**config.mk**
```make
export PLATFORM = sky130hd
export DESIGN_NAME = hit_judge_core
export DESIGN_NICKNAME = d
export VERILOG_FILES = /design/src/rtl/hit_judge_core.sv
export SDC_FILE = /design/constraint.sdc
export NUM_CORES = 1
export LEC_CHECK = 0
export ABC_AREA = 1
export ABC_CLOCK_PERIOD_IN_PS = 2800
export CORE_MARGIN = 1.5
export CORE_UTILIZATION = 30
export CTS_CLUSTER_SIZE = 8
export DETAILED_ROUTE_END_ITERATION = 16
export PLACE_DENSITY_LB_ADDON = 0.25
export SYNTH_ARGS = -nofsm -noshare
export SYNTH_HDL_FRONTEND = slang
export SYNTH_SLANG_ARGS = --single-unit
```
**constraint.sdc**
```tcl
create_clock -name CLOCK_50 -period 2.8 [get_ports CLOCK_50]
set_input_delay 0.7 -clock CLOCK_50 [delete_from_list [all_inputs] [get_ports CLOCK_50]]
set_output_delay 0.7 -clock CLOCK_50 [all_outputs]
set_load 0.1 [all_outputs]
```
**src/rtl/hit_judge_core.sv**
```systemverilog
`default_nettype none
// ============================================================================
// Module   : hit_judge_core
// Purpose  : Hit-judging datapath for the whack-a-mole game. Synchronises and
//            debounces the Arduino box address, judges each strike against the
//            armed target inside a timed window, keeps a saturating score and
//            streak, and drives a timed play_sound pulse.
// Ports    : CLOCK_50      system clock
//            reset         asynchronous active-high reset
//            enable        game active; low forces IDLE
//            score_clear   synchronous score/streak clear
//            target_addr   box to hit, sampled with target_valid
//            target_valid  one-cycle pulse: load a new target and arm
//            sensor_addr   raw asynchronous box address (0 = no box)
//            score         current score (saturating)
//            streak        consecutive hits (saturating at 255)
//            hit_pulse     one-cycle pulse on a correct strike
//            wrong_pulse   one-cycle pulse on a wrong-box strike
//            miss_pulse    one-cycle pulse on window expiry
//            play_sound    high for SOUND_TICKS ticks after a hit
//            armed         high while a target is armed
// Revision : 1.0 - initial release
// ============================================================================
module hit_judge_core #(
    parameter int ADDR_W         = 3,
    parameter int TICK_DIV       = 50000,
    parameter int DEBOUNCE_TICKS = 5,
    parameter int WINDOW_TICKS   = 1000,
    parameter int SOUND_TICKS    = 200,
    parameter int SCORE_W        = 11
) (
    input  logic               CLOCK_50,
    input  logic               reset,
    input  logic               enable,
    input  logic               score_clear,
    input  logic [ADDR_W-1:0]  target_addr,
    input  logic               target_valid,
    input  logic [ADDR_W-1:0]  sensor_addr,
    output logic [SCORE_W-1:0] score,
    output logic [7:0]         streak,
    output logic               hit_pulse,
    output logic               wrong_pulse,
    output logic               miss_pulse,
    output logic               play_sound,
    output logic               armed
);

    localparam int c_tick_w = (TICK_DIV > 1) ? $clog2(TICK_DIV) : 1;
    localparam int c_db_w   = $clog2(DEBOUNCE_TICKS + 1);
    localparam int c_win_w  = $clog2(WINDOW_TICKS + 1);
    localparam int c_snd_w  = $clog2(SOUND_TICKS + 1);

    localparam logic [c_tick_w-1:0] c_tick_last = c_tick_w'(TICK_DIV - 1);
    localparam logic [c_db_w-1:0]   c_db_last   = c_db_w'(DEBOUNCE_TICKS - 1);
    localparam logic [c_db_w-1:0]   c_db_full   = c_db_w'(DEBOUNCE_TICKS);
    localparam logic [c_win_w-1:0]  c_win_full  = c_win_w'(WINDOW_TICKS);
    localparam logic [c_snd_w-1:0]  c_snd_load  = c_snd_w'(SOUND_TICKS);
    localparam logic [SCORE_W-1:0]  c_score_max = {SCORE_W{1'b1}};

    typedef enum logic [1:0] {
        ST_IDLE     = 2'd0,
        ST_ARMED    = 2'd1,
        ST_COOLDOWN = 2'd2
    } state_t;

    // ------------------------------------------------------------------
    // Tick prescaler (free running, independent of enable)
    // ------------------------------------------------------------------
    logic [c_tick_w-1:0] r_tick_cnt;
    logic                w_tick;

    assign w_tick = (r_tick_cnt == c_tick_last);

    always_ff @(posedge CLOCK_50 or posedge reset) begin
        if (reset) begin
            r_tick_cnt <= '0;
        end else if (w_tick) begin
            r_tick_cnt <= '0;
        end else begin
            r_tick_cnt <= r_tick_cnt + c_tick_w'(1);
        end
    end

    // ------------------------------------------------------------------
    // Sensor synchroniser and debounce
    // ------------------------------------------------------------------
    logic [ADDR_W-1:0] r_sync1;
    logic [ADDR_W-1:0] r_sync2;
    logic [ADDR_W-1:0] r_prev;
    logic [c_db_w-1:0] r_db_cnt;
    logic              r_released;
    logic              w_change;
    logic              w_db_done;
    logic              w_strike;
    logic              w_release;

    assign w_change  = (r_sync2 != r_prev);
    // The tick that brings the stable count up to DEBOUNCE_TICKS; the
    // saturating counter guarantees this happens once per stable period.
    assign w_db_done = !w_change && w_tick && (r_db_cnt == c_db_last);
    assign w_strike  = w_db_done && (r_sync2 != '0) && r_released;
    assign w_release = w_db_done && (r_sync2 == '0);

    always_ff @(posedge CLOCK_50 or posedge reset) begin
        if (reset) begin
            r_sync1    <= '0;
            r_sync2    <= '0;
            r_prev     <= '0;
            r_db_cnt   <= '0;
            // Start released so the first stable press after reset counts.
            r_released <= 1'b1;
        end else begin
            r_sync1 <= sensor_addr;
            r_sync2 <= r_sync1;
            r_prev  <= r_sync2;
            if (w_change) begin
                r_db_cnt <= '0;
            end else if (w_tick && (r_db_cnt != c_db_full)) begin
                r_db_cnt <= r_db_cnt + c_db_w'(1);
            end
            if (w_strike) begin
                r_released <= 1'b0;
            end else if (w_release) begin
                r_released <= 1'b1;
            end
        end
    end

    // ------------------------------------------------------------------
    // Judge FSM
    // ------------------------------------------------------------------
    state_t             r_state;
    logic [ADDR_W-1:0]  r_target;
    logic [c_win_w-1:0] r_win_cnt;
    logic               w_hit;
    logic               w_wrong;
    logic               w_miss;

    // A strike outranks window expiry; a reload in ARMED suppresses the miss.
    always_comb begin
        w_hit   = 1'b0;
        w_wrong = 1'b0;
        w_miss  = 1'b0;
        if ((r_state == ST_ARMED) && enable) begin
            if (w_strike) begin
                if (r_sync2 == r_target) begin
                    w_hit = 1'b1;
                end else begin
                    w_wrong = 1'b1;
                end
            end else if (!target_valid && (r_win_cnt == c_win_full)) begin
                w_miss = 1'b1;
            end
        end
    end

    always_ff @(posedge CLOCK_50 or posedge reset) begin
        if (reset) begin
            r_state   <= ST_IDLE;
            r_target  <= '0;
            r_win_cnt <= '0;
        end else if (!enable) begin
            r_state <= ST_IDLE;
        end else begin
            case (r_state)
                ST_IDLE: begin
                    if (target_valid) begin
                        r_target  <= target_addr;
                        r_win_cnt <= '0;
                        r_state   <= ST_ARMED;
                    end
                end
                ST_ARMED: begin
                    // The strike (if any) was judged against the old target
                    // in the combinational decode before this reload.
                    if (target_valid) begin
                        r_target  <= target_addr;
                        r_win_cnt <= '0;
                    end else if (w_hit) begin
                        r_state <= ST_COOLDOWN;
                    end else if (w_miss) begin
                        r_state <= ST_IDLE;
                    end else if (w_tick && (r_win_cnt != c_win_full)) begin
                        r_win_cnt <= r_win_cnt + c_win_w'(1);
                    end
                end
                ST_COOLDOWN: begin
                    if (w_release) begin
                        r_state <= ST_IDLE;
                    end
                end
                default: begin
                    r_state <= ST_IDLE;
                end
            endcase
        end
    end

    // ------------------------------------------------------------------
    // Score, streak, pulses and sound timer
    // ------------------------------------------------------------------
    logic [SCORE_W-1:0] r_score;
    logic [7:0]         r_streak;
    logic               r_hit_pulse;
    logic               r_wrong_pulse;
    logic               r_miss_pulse;
    logic [c_snd_w-1:0] r_snd_cnt;

    always_ff @(posedge CLOCK_50 or posedge reset) begin
        if (reset) begin
            r_score       <= '0;
            r_streak      <= '0;
            r_hit_pulse   <= 1'b0;
            r_wrong_pulse <= 1'b0;
            r_miss_pulse  <= 1'b0;
            r_snd_cnt     <= '0;
        end else begin
            r_hit_pulse   <= w_hit;
            r_wrong_pulse <= w_wrong;
            r_miss_pulse  <= w_miss;

            if (score_clear) begin
                r_score  <= '0;
                r_streak <= '0;
            end else if (w_hit) begin
                if (r_score != c_score_max) begin
                    r_score <= r_score + SCORE_W'(1);
                end
                if (r_streak != 8'hFF) begin
                    r_streak <= r_streak + 8'd1;
                end
            end else if (w_wrong) begin
                if (r_score != '0) begin
                    r_score <= r_score - SCORE_W'(1);
                end
                r_streak <= '0;
            end else if (w_miss) begin
                r_streak <= '0;
            end

            // A new hit retriggers the full sound duration.
            if (w_hit) begin
                r_snd_cnt <= c_snd_load;
            end else if (w_tick && (r_snd_cnt != '0)) begin
                r_snd_cnt <= r_snd_cnt - c_snd_w'(1);
            end
        end
    end

    assign score       = r_score;
    assign streak      = r_streak;
    assign hit_pulse   = r_hit_pulse;
    assign wrong_pulse = r_wrong_pulse;
    assign miss_pulse  = r_miss_pulse;
    assign play_sound  = (r_snd_cnt != '0);
    assign armed       = (r_state == ST_ARMED);

endmodule
`default_nettype wire

```
# ---- After elaboration in Yosys (flattened, before gate mapping)
# Cells that the tools add are included.
dict set report word_totals {
  ff_bits 74
  inputBits 11
  output_inout_bits 24
  elab_cells 112
}
dict set report op_classes {
  addsub 7
  n_eq_ne 21
  muxes 39
  reduce_logical 30
}
# operator n
set op_table {}
lappend op_table {{8-bit 2-to-1 mux} 7}
lappend op_table {{11-bit 2-to-1 mux} 5}
lappend op_table {{10-bit 2-to-1 mux} 5}
lappend op_table {{10-bit case mux with 2 select lines} 1}
lappend op_table {{3-bit != test, second input constant} 6}
lappend op_table {{16-bit by 1-bit adder with 16-bit output, second input constant} 1}
lappend op_table {{16-bit equality test, second input constant} 1}
lappend op_table {{16-bit 2-to-1 mux} 1}
lappend op_table {{2-bit 2-to-1 mux} 6}
lappend op_table {{11-bit by 1-bit adder with 11-bit output, second input constant} 1}
lappend op_table {{1-bit 2-to-1 mux} 11}
lappend op_table {{11-bit != test, second input constant} 1}
lappend op_table {{11-bit nonzero test} 1}
lappend op_table {{11-bit by 1-bit subtractor with 11-bit output, second input constant} 1}
lappend op_table {{10-bit by 1-bit adder with 10-bit output, second input constant} 1}
lappend op_table {{10-bit equality test, second input constant} 1}
lappend op_table {{1-bit logical AND} 10}
lappend op_table {{10-bit != test, second input constant} 1}
lappend op_table {{3-bit by 2-bit != test with 1-bit output, second input constant} 3}
lappend op_table {{3-bit nonzero test} 3}
lappend op_table {{8-bit by 1-bit adder with 8-bit output, second input constant} 1}
lappend op_table {{8-bit != test, second input constant} 1}
lappend op_table {{2-bit nonzero test} 4}
lappend op_table {{8-bit nonzero test} 1}
lappend op_table {{20 further kinds} 23}

# ---- Logic depth before layout (Yosys ltp)
dict set report depth {
  word_depth 13
  depth_mapped 20
  depth_no_buf 20
}

# ---- Least setup slack after synthesis
# Ideal clock, no wire load.
dict set report synth_timing {
  kind {register -> register}
  startpoint {register r_state[1]}
  endpoint {register r_score[10], in the netlist score[10]}
  setup_time_ps 120
  arrival_time_ps 3417
  required_ps 2680
  path_slack_ps -738
  path_stages_with_launch 17
  path_buffers 0
  period_less_slack_ps 3538
  path_cell_list {dfrtp_1 -> nor2_2 -> inv_2 -> nor2_4 -> nand4_1 -> ha_1 -> a21oi_1 -> o21ai_0 -> nand2_1 -> nand2_1 -> nand3_1 -> nand2_1 -> inv_1 -> nand2_1 -> nand2_1 -> nand2_1 -> nand2_1}
}
dict set report synth_via {
  elab_chain_cells 5
  elab_cells_between_ends 10
  cone_classes {2 x eq/ne; 4 x mux; 4 x reduce/logical}
}
# element line_no
set synth_rtl {}
lappend synth_rtl {{from (decl)} 132} ;# state_t r_state;
lappend synth_rtl {{from (signal assigned)} 159} ;# r_state <= ST_IDLE;
lappend synth_rtl {{from (signal assigned)} 163} ;# r_state <= ST_IDLE;
lappend synth_rtl {{from (signal assigned)} 170} ;# r_state <= ST_ARMED;
lappend synth_rtl {{2-bit by 1-bit equality test with 1-bit output *} -}
lappend synth_rtl {{named net armed} 45} ;# output logic armed
lappend synth_rtl {{1-bit logical AND *} 144} ;# if ((r_state == ST_ARMED) && enable) begin
lappend synth_rtl {{1-bit 2-to-1 mux} 144}
lappend synth_rtl {{3-bit by 2-bit != test with 1-bit output (no source line) (tied with other cells)} -}
lappend synth_rtl {{3-bit AND reduction (no source line) or 11-bit 2-to-1 mux (tied branches)} -}
lappend synth_rtl {{to (signal assigned)} 227} ;# r_score <= r_score + SCORE_W'(1);
lappend synth_rtl {{to (signal assigned)} 234} ;# r_score <= r_score - SCORE_W'(1);
lappend synth_rtl {{to (decl)} 202} ;# logic [SCORE_W-1:0] r_score;
# The timed path passes the listed nets; every way through them passes the cells marked *.
# A chain may end at the register's enable or synchronous reset.

# ---- Worst setup path after layout
dict set report layout_timing {
  startpoint {register r_tick_cnt[1]}
  endpoint {register r_score[6], in the netlist score[6]}
}
dict set report layout_via {
  elab_chain_cells 9
  elab_cells_between_ends 15
  cone_classes {2 x eq/ne; 6 x mux; 7 x reduce/logical}
}
# element line_no
set layout_rtl {}
lappend layout_rtl {{from (decl)} 69} ;# logic [c_tick_w-1:0] r_tick_cnt;
lappend layout_rtl {{from (signal assigned)} 80} ;# r_tick_cnt <= r_tick_cnt + c_tick_w'(1);
lappend layout_rtl {{16-bit equality test *} 72} ;# assign w_tick = (r_tick_cnt == c_tick_last);
lappend layout_rtl {{1-bit logical AND * (2 in a row)} 100} ;# assign w_db_done = !w_change && w_tick && (r_db_cnt == c_db_last);
lappend layout_rtl {{1-bit logical AND * (2 in a row)} 101} ;# assign w_strike = w_db_done && (r_sync2 != '0) && r_released;
lappend layout_rtl {{1-bit 2-to-1 mux} 145} ;# if (w_strike) begin
lappend layout_rtl {{1-bit 2-to-1 mux} 144}
lappend layout_rtl {{3-bit by 2-bit != test with 1-bit output (no source line) (tied with other cells)} -}
lappend layout_rtl {{3-bit AND reduction (no source line) or 11-bit 2-to-1 mux (tied branches)} -}
# Mark *: on every way between the ends. The rest lies on a longest branch, timed or not.

==> implementation parameters <==
Parameter                              Value

Clock tree
  Clock Latency Late Sink    between 300 and 400 ps
  Hold buffer count at CTS    0
  Buffer type at the clock tree root    clkbuf_16
  Largest buffer count on any clock path    2
  TritonCTS clock tree    built
  Cts bufs inserted    9
  Total clock sinks    74
  Clock transition at the registers of the reported paths    ~60 ps
  Maximum level of the CTS H-tree    3

Yosys
  Mean Syn Cell Area    just under 8 um2
  Register area share after synthesis    between 40% and 50%
  Number of distinct standard cells referenced by the synthesized netlist    40
  Basic-gate share of the synthesized area counting and, or, nand and nor cells    about a third
  Warnings from Yosys    0
  Number of storage elements in the synthesis netlist    74
  Post-synthesis compound-gate area fraction    between 6 and 7%
  Xor and xnor fraction of the mapped netlist area    6.00%
  Adder-Cell Fraction of Synth Area    approximately 5.6%
  Multiplexer share of the synthesized area    less than 1%
  Largest family of logic cells by synthesized area    simple AND/OR/NAND/NOR gates
  Synthesized netlist net count    approximately 600
  Instance count of the mapped netlist    559
  Post-Syn Area    4380 um2

Worst setup path
  Setup slack on the worst flop-to-flop path    roughly 19 ps
  Critical path's largest stage delay    around 380 ps
  R2r worst-path depth    18
  Endpoint class of the critical path    register
  Type of the worst setup path    reg -> reg
  Cell breakdown of the critical path    ha_2 > nand2_2 > nor2_4 > inv_2 > nor2_4 > nand3_2 > nor2_4 > nand4_1 > buf_6 > fa_2 > a21oi_2 > o21ai_2 > buf_4 > a21oi_2 > o21bai_1 > xor2_1 > nand2_1 > nand2_1
  Startpoint of the lowest-slack register-to-register path    r_tick_cnt[1]$_DFF_PP0_
  Critical Path Start Type    register
  Endpoint required time on the critical path    3040 ps
  Maximum net fanout on the critical path    6
  Worst setup path start    r_tick_cnt[1]$_DFF_PP0_
  Slowest library cell on the worst path    fa_2
  Most used cell along the critical path    nor2_4
  Worst endpoint data arrival time    approximately 3000 ps

Final layout
  Final layout net count    669
  # diodes    0
  Highest-count cells in the layout ignoring fill and taps    nand2_1 (135), dfrtp_1 (73), inv_1 (66)
  Area occupied by registers    1850 um2
  Signed area change from the synthesized netlist to the final layout    30.1%
  Final Non-Filler Cells    just over 800
  Most common cell after layout, fill and taps aside    nand2_1
  Fillers    between 1000 and 1500
  Fraction of final layout cells sized beyond drive strength 1    23.9%
  Area of the multi-input gates    2410 um2

Global routing
  GRT Total Usage    between 10% and 20%
  Number of global-route vias before repair    ~3700
  Global-route wire length before repair    between 15000 and 20000 um
  Number of antenna violations at the first check in global routing    0
  Pin count of the biggest net entering global routing    43
  Grt ovf    0

Die
  I/O Pins    35
  Die boundary height    ~120 um
  Die Footprint    roughly 15000 um2
  Starting density of the core    31.2%
  Core box area    around 14000 um2
  Width of the die    between 100 and 150 um
  Number of cell rows    43

Timing
  Setup violators final    0
  Count of final hold-check violations    0
  Number of max-slew violations in the final report    0
  Relative slew slack    between 50% and 60%
  Final critical-path share of the clock period    roughly 100%
  RSZ-0062 raised after global routing    yes
  Highest clock rate    roughly 360 MHz
  Fin crit period    around 2800 ps
  Setup TNS    0 ps
  Final Hold Slack    between 300 and 400 ps
  Worst clock skew    around 12 ps
  Slew @ Worst Pin    ~710 ps

Routing
  DRC violations left    0
  Number of detailed-route iterations in the first pass    4
  Vias post-DR    around 3800
  Antenna viol nets, final    0
  Average via count per standard cell    ~4.6
  1st-iter DRT viols    approximately 240
  Routed WL per cell    12.6 um
  Sum of routed wire length over all layers    10300 um

Place
  Placed wire-length estimate    roughly 7600 um
  Number of cells after detailed placement    approximately 800
  Port Buf Inserts    34
  Placer's final routability congestion estimate    just over 0.8

Pwr
  Power density over the cells    845 nW/um2
  Total Power    roughly 0.0048 W
  Peak ir drop on the vdd network    approximately 1200 uV
  Total leakage power    approximately 2.8 nW

Flow run
  Max Cap Viol    0

Hold path
  Startpoint of the tightest hold check path    r_sync1[0]$_DFF_PP0_
  Path type of the worst min-delay path    reg -> reg
  Depth of the worst hold-timing path    0

Outcome
  Run status    finished clean
[cells in the mapped netlist]
cell | count | area share, %
nand2_4 | 2 | 0.51
a21o_1 | 1 | 0.17
nor2_1 | 60 | 5.1
or2_4 | 1 | 0.20
nand3_2 | 1 | 0.23
nand2_2 | 6 | 0.86
clkbuf_1 | 1 | 0.086
and3_1 | 1 | 0.14
o21ai_2 | 5 | 1.0
buf_2 | 1 | 0.11
nor3_1 | 12 | 1.4
nor3b_1 | 2 | 0.34
fa_1 | 1 | 0.46
nor2_4 | 4 | 1.0
dfstp_2 | 1 | 0.60
o41ai_1 | 1 | 0.20
or2_2 | 2 | 0.29
buf_6 | 1 | 0.26
mux2_2 | 3 | 0.77
nand3_1 | 41 | 4.7
nor4_1 | 3 | 0.43
nand3_4 | 1 | 0.40
o211ai_1 | 1 | 0.17
inv_2 | 11 | 0.94
o21bai_1 | 3 | 0.51
dfrtp_1 | 73 | 42
xnor2_1 | 6 | 1.2
nand3b_1 | 3 | 0.51
xor2_1 | 24 | 4.8
nor2_8 | 1 | 0.46
o21ai_1 | 4 | 0.46
inv_1 | 69 | 5.9
a21oi_1 | 16 | 1.8
nand2_1 | 142 | 12
nand4_1 | 15 | 2.1
a31oi_1 | 2 | 0.29
o21ai_0 | 13 | 1.5
ha_1 | 18 | 5.1
a211oi_1 | 1 | 0.17
nor2_2 | 6 | 0.86
[path summary, 6_finish.rpt]
kind | end
worst min-delay path | r_sync2[0]$_DFF_PP0_
worst min register to register | r_sync2[0]$_DFF_PP0_
worst max-delay path | score[6]$_DFFE_PP0P_
max in group asynchronous | r_released$_DFFE_PP1P_
worst max register to register | score[6]$_DFFE_PP0P_
min in group asynchronous | r_tick_cnt[5]$_DFF_PP0_
[cell type report]
class / count / share of cell area, %
clock buffer: 12 / 4.32
sequential: 74 / 32.5
timing repair buffer: 72 / 10.4
inverter: 80 / 5.27
multi-input combinational: 402 / 42.2
tap: 180 / 3.95
clock inverter: 4 / 1.32
[stage by stage]
stage          area, um2  worst slack [ps]  utilization, %
2_1_floorplan       4400              -324               -
3_3_place_gp        5140              -193            36.6
3_5_place_dp        5140              -241            36.6
4_1_cts             5470              16.3            39.0
5_1_grt             5700              -164            40.6
6_report            5700              18.9            40.6
[power by group]
group / switching (W) / total (W) / internal, W / leakage [nW]
clock: 0.000455 / 0.00126 / 0.000805 / 0.149
sequential: 0.000184 / 0.00136 / 0.00117 / 0.941
combinational: 0.00138 / 0.00220 / 0.000824 / 1.67
total: 0.00201 / 0.00482 / 0.00280 / 2.76
[registers in the layout, summed over array words and instances (netlist names), 2 cells and up]
signal and flops:
r_snd_cnt 8, r_tick_cnt 16, r_target 3, r_sync2 3
score 11, r_db_cnt 3, streak 8, r_win_cnt 10
r_prev 3, r_sync1 3, r_state 2
[critical path: cells and delay by family, from the launching register on]
family,cells,cell delay (ps)
AO/OA/AOI/OAI,4,430
XOR/XNOR,1,140
adder cells (fa/ha/maj),2,580
buffers and inverters,3,410
flip-flops,1,350
AND/OR/NAND/NOR,8,790
[cell families (layout without fill, tap and decap cells)]
family / count (synthesis) / count (layout)
xor gates and xnor gates: 30 / 30
and+or+nand+nor: 303 / 303
muxes: 3 / 3
buffers and inverters: 83 / 168
adders and majority gates: 19 / 19
AOI/OAI and AO/OA: 47 / 47
DFF: 74 / 74
[timing repair]
| action | CTS | global route |
|---|---|---|
| pin swaps | 0 | 17 |
| setup endpoints to repair | 2 | 7 |
| gates resized for setup | 4 | 37 |
| gates cloned | 0 | 1 |
| buffers inserted | 0 | 5 |
[layer usage]
layer,routed length (um),global-route usage (%),vias to the layer above
met5,0,0,-
met4,202,6.75,0
met3,241,2.01,13
met2,5010,24.1,54
met1,4880,18.7,1807
li1,-,-,1946
Note: power is estimated with default switching activity, not from simulation.
